### config.mk
export PLATFORM = sky130hd
export DESIGN_NAME = reg_write_arbiter
export DESIGN_NICKNAME = d
export VERILOG_FILES = /design/src/rtl/reg_write_arbiter.sv
export SDC_FILE = /design/constraint.sdc
export NUM_CORES = 1
export LEC_CHECK = 0
export ABC_AREA = 1
export CAP_MARGIN = 5
export CORE_AREA = 2 2 39 41
export CTS_CLUSTER_SIZE = 28
export DETAILED_ROUTE_END_ITERATION = 12
export DIE_AREA = 0 0 41 43
export PLACE_DENSITY = 0.77
export RECOVER_POWER = 50
export SYNTH_ARGS = -nofsm -noshare
export SYNTH_HDL_FRONTEND = slang
export SYNTH_SLANG_ARGS = --single-unit
### constraint.sdc
create_clock -name clk -period 1.38 [get_ports clk]
set_input_delay 0.276 -clock clk [delete_from_list [all_inputs] [get_ports clk]]
set_output_delay 0.276 -clock clk [all_outputs]
set_load 0.005 [all_outputs]
### src/rtl/reg_write_arbiter.sv
// rtl/reg_write_arbiter.sv - two-requester round-robin write arbiter for a shared storage register
module reg_write_arbiter #(
    parameter int WIDTH = 4
) (
    input  logic             clk,
    input  logic             reset,
    input  logic             clr,
    input  logic             req0,
    input  logic [WIDTH-1:0] d0,
    input  logic             req1,
    input  logic [WIDTH-1:0] d1,
    output logic             ack0,
    output logic             ack1,
    output logic [WIDTH-1:0] Q,
    output logic [WIDTH-1:0] notQ,
    output logic             busy,
    output logic             last_grant
);

    typedef enum logic [1:0] {
        IDLE    = 2'd0,
        WRITE   = 2'd1,
        RELEASE = 2'd2
    } state_t;

    state_t     state;
    state_t     state_next;
    logic       owner;
    logic       owner_next;
    logic       grant;
    logic       owner_req;
    logic [WIDTH-1:0] write_data;

    // Request and data of whichever requester currently owns the register
    assign owner_req  = owner ? req1 : req0;
    assign write_data = owner ? d1 : d0;

    // State register; reset abandons any transaction in flight
    always_ff @(posedge clk) begin
        if (reset) begin
            state <= IDLE;
        end else begin
            state <= state_next;
        end
    end

    // Next-state and arbitration decision; clr in IDLE suppresses any grant
    always_comb begin
        state_next = state;
        owner_next = owner;
        grant      = 1'b0;
        unique case (state)
            IDLE: begin
                if (!clr && (req0 || req1)) begin
                    grant      = 1'b1;
                    state_next = WRITE;
                    if (req0 && req1) begin
                        owner_next = ~last_grant;
                    end else begin
                        owner_next = req1;
                    end
                end
            end
            WRITE: begin
                state_next = RELEASE;
            end
            RELEASE: begin
                if (!owner_req) begin
                    state_next = IDLE;
                end
            end
            default: begin
                state_next = IDLE;
            end
        endcase
    end

    // Status outputs derived directly from state and stored word
    always_comb begin
        busy = (state != IDLE);
        notQ = ~Q;
    end

    // Datapath: stored word, owner, round-robin pointer and acks
    always_ff @(posedge clk) begin
        if (reset) begin
            Q          <= '0;
            ack0       <= 1'b0;
            ack1       <= 1'b0;
            last_grant <= 1'b1;
            owner      <= 1'b0;
        end else begin
            unique case (state)
                IDLE: begin
                    if (clr) begin
                        Q <= '0;
                    end else if (grant) begin
                        owner      <= owner_next;
                        last_grant <= owner_next;
                    end
                end
                WRITE: begin
                    // Write and ack complete regardless of the owner's req level
                    Q <= write_data;
                    if (owner) begin
                        ack1 <= 1'b1;
                    end else begin
                        ack0 <= 1'b1;
                    end
                end
                RELEASE: begin
                    if (!owner_req) begin
                        ack0 <= 1'b0;
                        ack1 <= 1'b0;
                    end
                end
                default: begin
                    ack0 <= 1'b0;
                    ack1 <= 1'b0;
                end
            endcase
        end
    end

endmodule

==> metrics <==
Worst R2R Setup Slack approximately 0.20 ns; hold buffers post-CTS 0; Clock Latency Late Sink between 0.2 and 0.3 ns; Final #Nets 110; Syn-to-layout area delta 60.32%; Die Wd 41 microns; Detailed Routing Iterations Pass 1 4; DIE AREA between 0.0015 and 0.002 sq mm; hpwl dp 824.5 microns; crit-path max cell delay between 0.3 and 0.4 ns; Crit Reg-Reg Endpoint Q[1]$_SDFFE_PP0P_; post-DR wirelength/cell 10.31 microns; # rows 14; Layout fillers 145; pin count of the biggest net entering global routing 12; Buf/Inv on CP 2; final core occ 0.5407; share of the synthesized area in the top cell type 0.4290; Yosys top cell by area dfxtp_1; setup TNS 0 ns; ys flop type dfxtp_1; crit path to busy; H-tree depth 1; Unique masters post-synth 14; Root Driver clkbuf_4; final hold viol count 0; post-synthesis sequential area ratio 0.4290; count leader, synth nand2_1; CTS Sinks 10; Slew @ Worst Pin 0.3858 ns; R2R depth 5; Final Skew a little over 0.0007 ns; Max Root-Sink Buffers 2; highest clock rate about 800 MHz; Slew Viols, Final 0; type of the most critical hold path reg -> reg; peak supply drop about 0.46 mV; maxcap violations 0; Final ANT Viol Nets 0; Mapped Area 466.7 sq um; WS Path Type reg -> out; Pwr Density around 860 mW/mm^2; Synth warnings 0; Ports 25; CTS tree yes; Initial Utilization 0.3373; CP endpoint kind primary output; Synthesized Nets 80; fraction of layout cells with a size suffix above 1 0.1263; RSZ-0062 raised after global routing no; slew margin rel. 0.7425; crit-path max FO 2; Worst-path clk slew ~0.06 ns; Seq cells post-synth 10; critical path data required time around 1.1 ns; launch point of the critical path state[1]$_SDFFE_PP0P_; placed instance count 106; RePlAce Congestion ~0.75; gr usage total 0.1541; number of CTS-inserted buffers 3; Via density about 4.7; fin crit share 0.9036; Placeable Area 0.001384 sq mm; port bufs 24; final hold slack 0.4605 ns; vias in the first global route 474; first-pass GRT wire length about 1800 microns; Crit-path slowest cell dfxtp_2; cells after synthesis between 60 and 70; antenna violations before repair 0; DR DRC count 0; top post-synthesis cells by area dfxtp_1 (43%), nand2_1 (14%), nand3_1 (9.7%); Post-synth ARST share 0; final non-filler cell total approximately 110; critical path data arrival time roughly 0.97 ns; die height roughly 43 microns; grt ovf 0; Vias roughly 520; Avg Inst Size Synth between 6 and 7 sq um; Routed WL approximately 1100 microns; Iter 0 DRT Violations 7; Post-synth EDFFs 0; leakage power ~0.33 nW; Crit path max-delay family flip-flops; Period minus WS final 1.247 ns; most frequent cells after synthesis nand2_1 (18), dfxtp_1 (10), nand3_1 (9); crit-path cells nor2_1 > inv_1 > dlygate4sd2_1; status finished clean; origin of the critical flop-to-flop path state[0]$_SDFFE_PP0P_; critical path depth in cells 3; critical path startpoint category flop; number of diodes 0; setup violators final 0
[cell usage in the layout (no fill, tap or decap), types with 2 or more instances in the layout]
cell / synthesis / layout
dlygate4sd2_1: 0 / 9
a21oi_1: 5 / 5
clkbuf_4: 0 / 3
dfxtp_1: 10 / 9
a31oi_1: 4 / 4
clkdlybuf4s50_1: 0 / 11
dlymetal6s2s_1: 0 / 2
nand3_1: 9 / 9
inv_1: 7 / 7
nand2_1: 18 / 18
buf_4: 0 / 4
inv_2: 2 / 2
o21ai_0: 3 / 3
nor2_1: 3 / 3
[layer usage]
metal  vias up  part of all wire  GRT usage  wire length (microns)
met5         -                 0          0                      0
met4         0             0.024     0.1000                     28
met3         3              0.14    0.03141                    156
met2        35              0.43     0.2188                    495
met1       211              0.41     0.2013                    465
li1        273                 -          -                      -
[cells by family (layout without fill, tap and decap cells)]
group | Yosys count | in the layout | synth area share
compound gates | 12 | 12 | 0.1394
simple gates | 33 | 33 | 0.3029
buf+inv | 12 | 40 | 0.1287
flops | 10 | 10 | 0.4290
[power breakdown]
part	switching (W)	internal, W
Combinational	0.0000565	0.0000733
Sequential	0.00000900	0.000303
Clock	0.000103	0.000101
Total	0.000169	0.000478
[worst min-delay path by stage]
| stage | start | endpoint | slack (ns) | depth (start not counted) |
|---|---|---|---|---|
| after floorplan | req1 | last_grant$_SDFFE_PP1P_ | 0.44 | 2 |
| after global placement | ack0$_SDFFE_PP0P_ | ack0$_SDFFE_PP0P_ | 0.45 | 2 |
| after detailed placement | ack1$_SDFFE_PP0P_ | ack1$_SDFFE_PP0P_ | 0.45 | 2 |
| after CTS | ack0$_SDFFE_PP0P_ | ack0$_SDFFE_PP0P_ | 0.47 | 2 |
| after global routing | ack0$_SDFFE_PP0P_ | ack0$_SDFFE_PP0P_ | 0.49 | 2 |
| final | ack0$_SDFFE_PP0P_ | ack0$_SDFFE_PP0P_ | 0.46 | 2 |
[flip-flops by register name (all words and copies together), names as in the netlist]
| signal | count |
|---|---|
| Q | 4 |
| state | 2 |
| ack0 | 1 |
| ack1 | 1 |
| last_grant | 1 |
| owner | 1 |
[metrics by stage]
stage	setup WS [ns]	power [W]	area, sq um
global placement	0.01091	0.0004533	715.7
finish	0.1330	0.0006461	748.2
floorplan	0.4530	0.0003775	466.7
detailed placement	-0.002275	0.0004538	715.7
CTS	0.005156	0.0006577	749.5
global route	0.04090	0.0006790	748.2
[timing repair]
action / in CTS / in global routing
setup buffers: 2 / 0
resized for setup: 15 / 3
setup endpoints to repair: 11 / 3
cloned: 0 / 0
[final cells by class]
cell class / count / area (sq um) / share of cell area
inverter: 9 / 33.78 / 0.04515
multi-input combinational: 45 / 206.4 / 0.2759
clock buffer: 3 / 22.52 / 0.03010
timing repair buffer: 28 / 264.0 / 0.3528
sequential: 10 / 201.4 / 0.2692
tap: 16 / 20.02 / 0.02676
[worst min-delay path: stages (launching register included)]
cell     delay (ns)
dfxtp_1        0.31
nand2_1        0.06
a21oi_1        0.05
(Power assumes the default switching activity.)
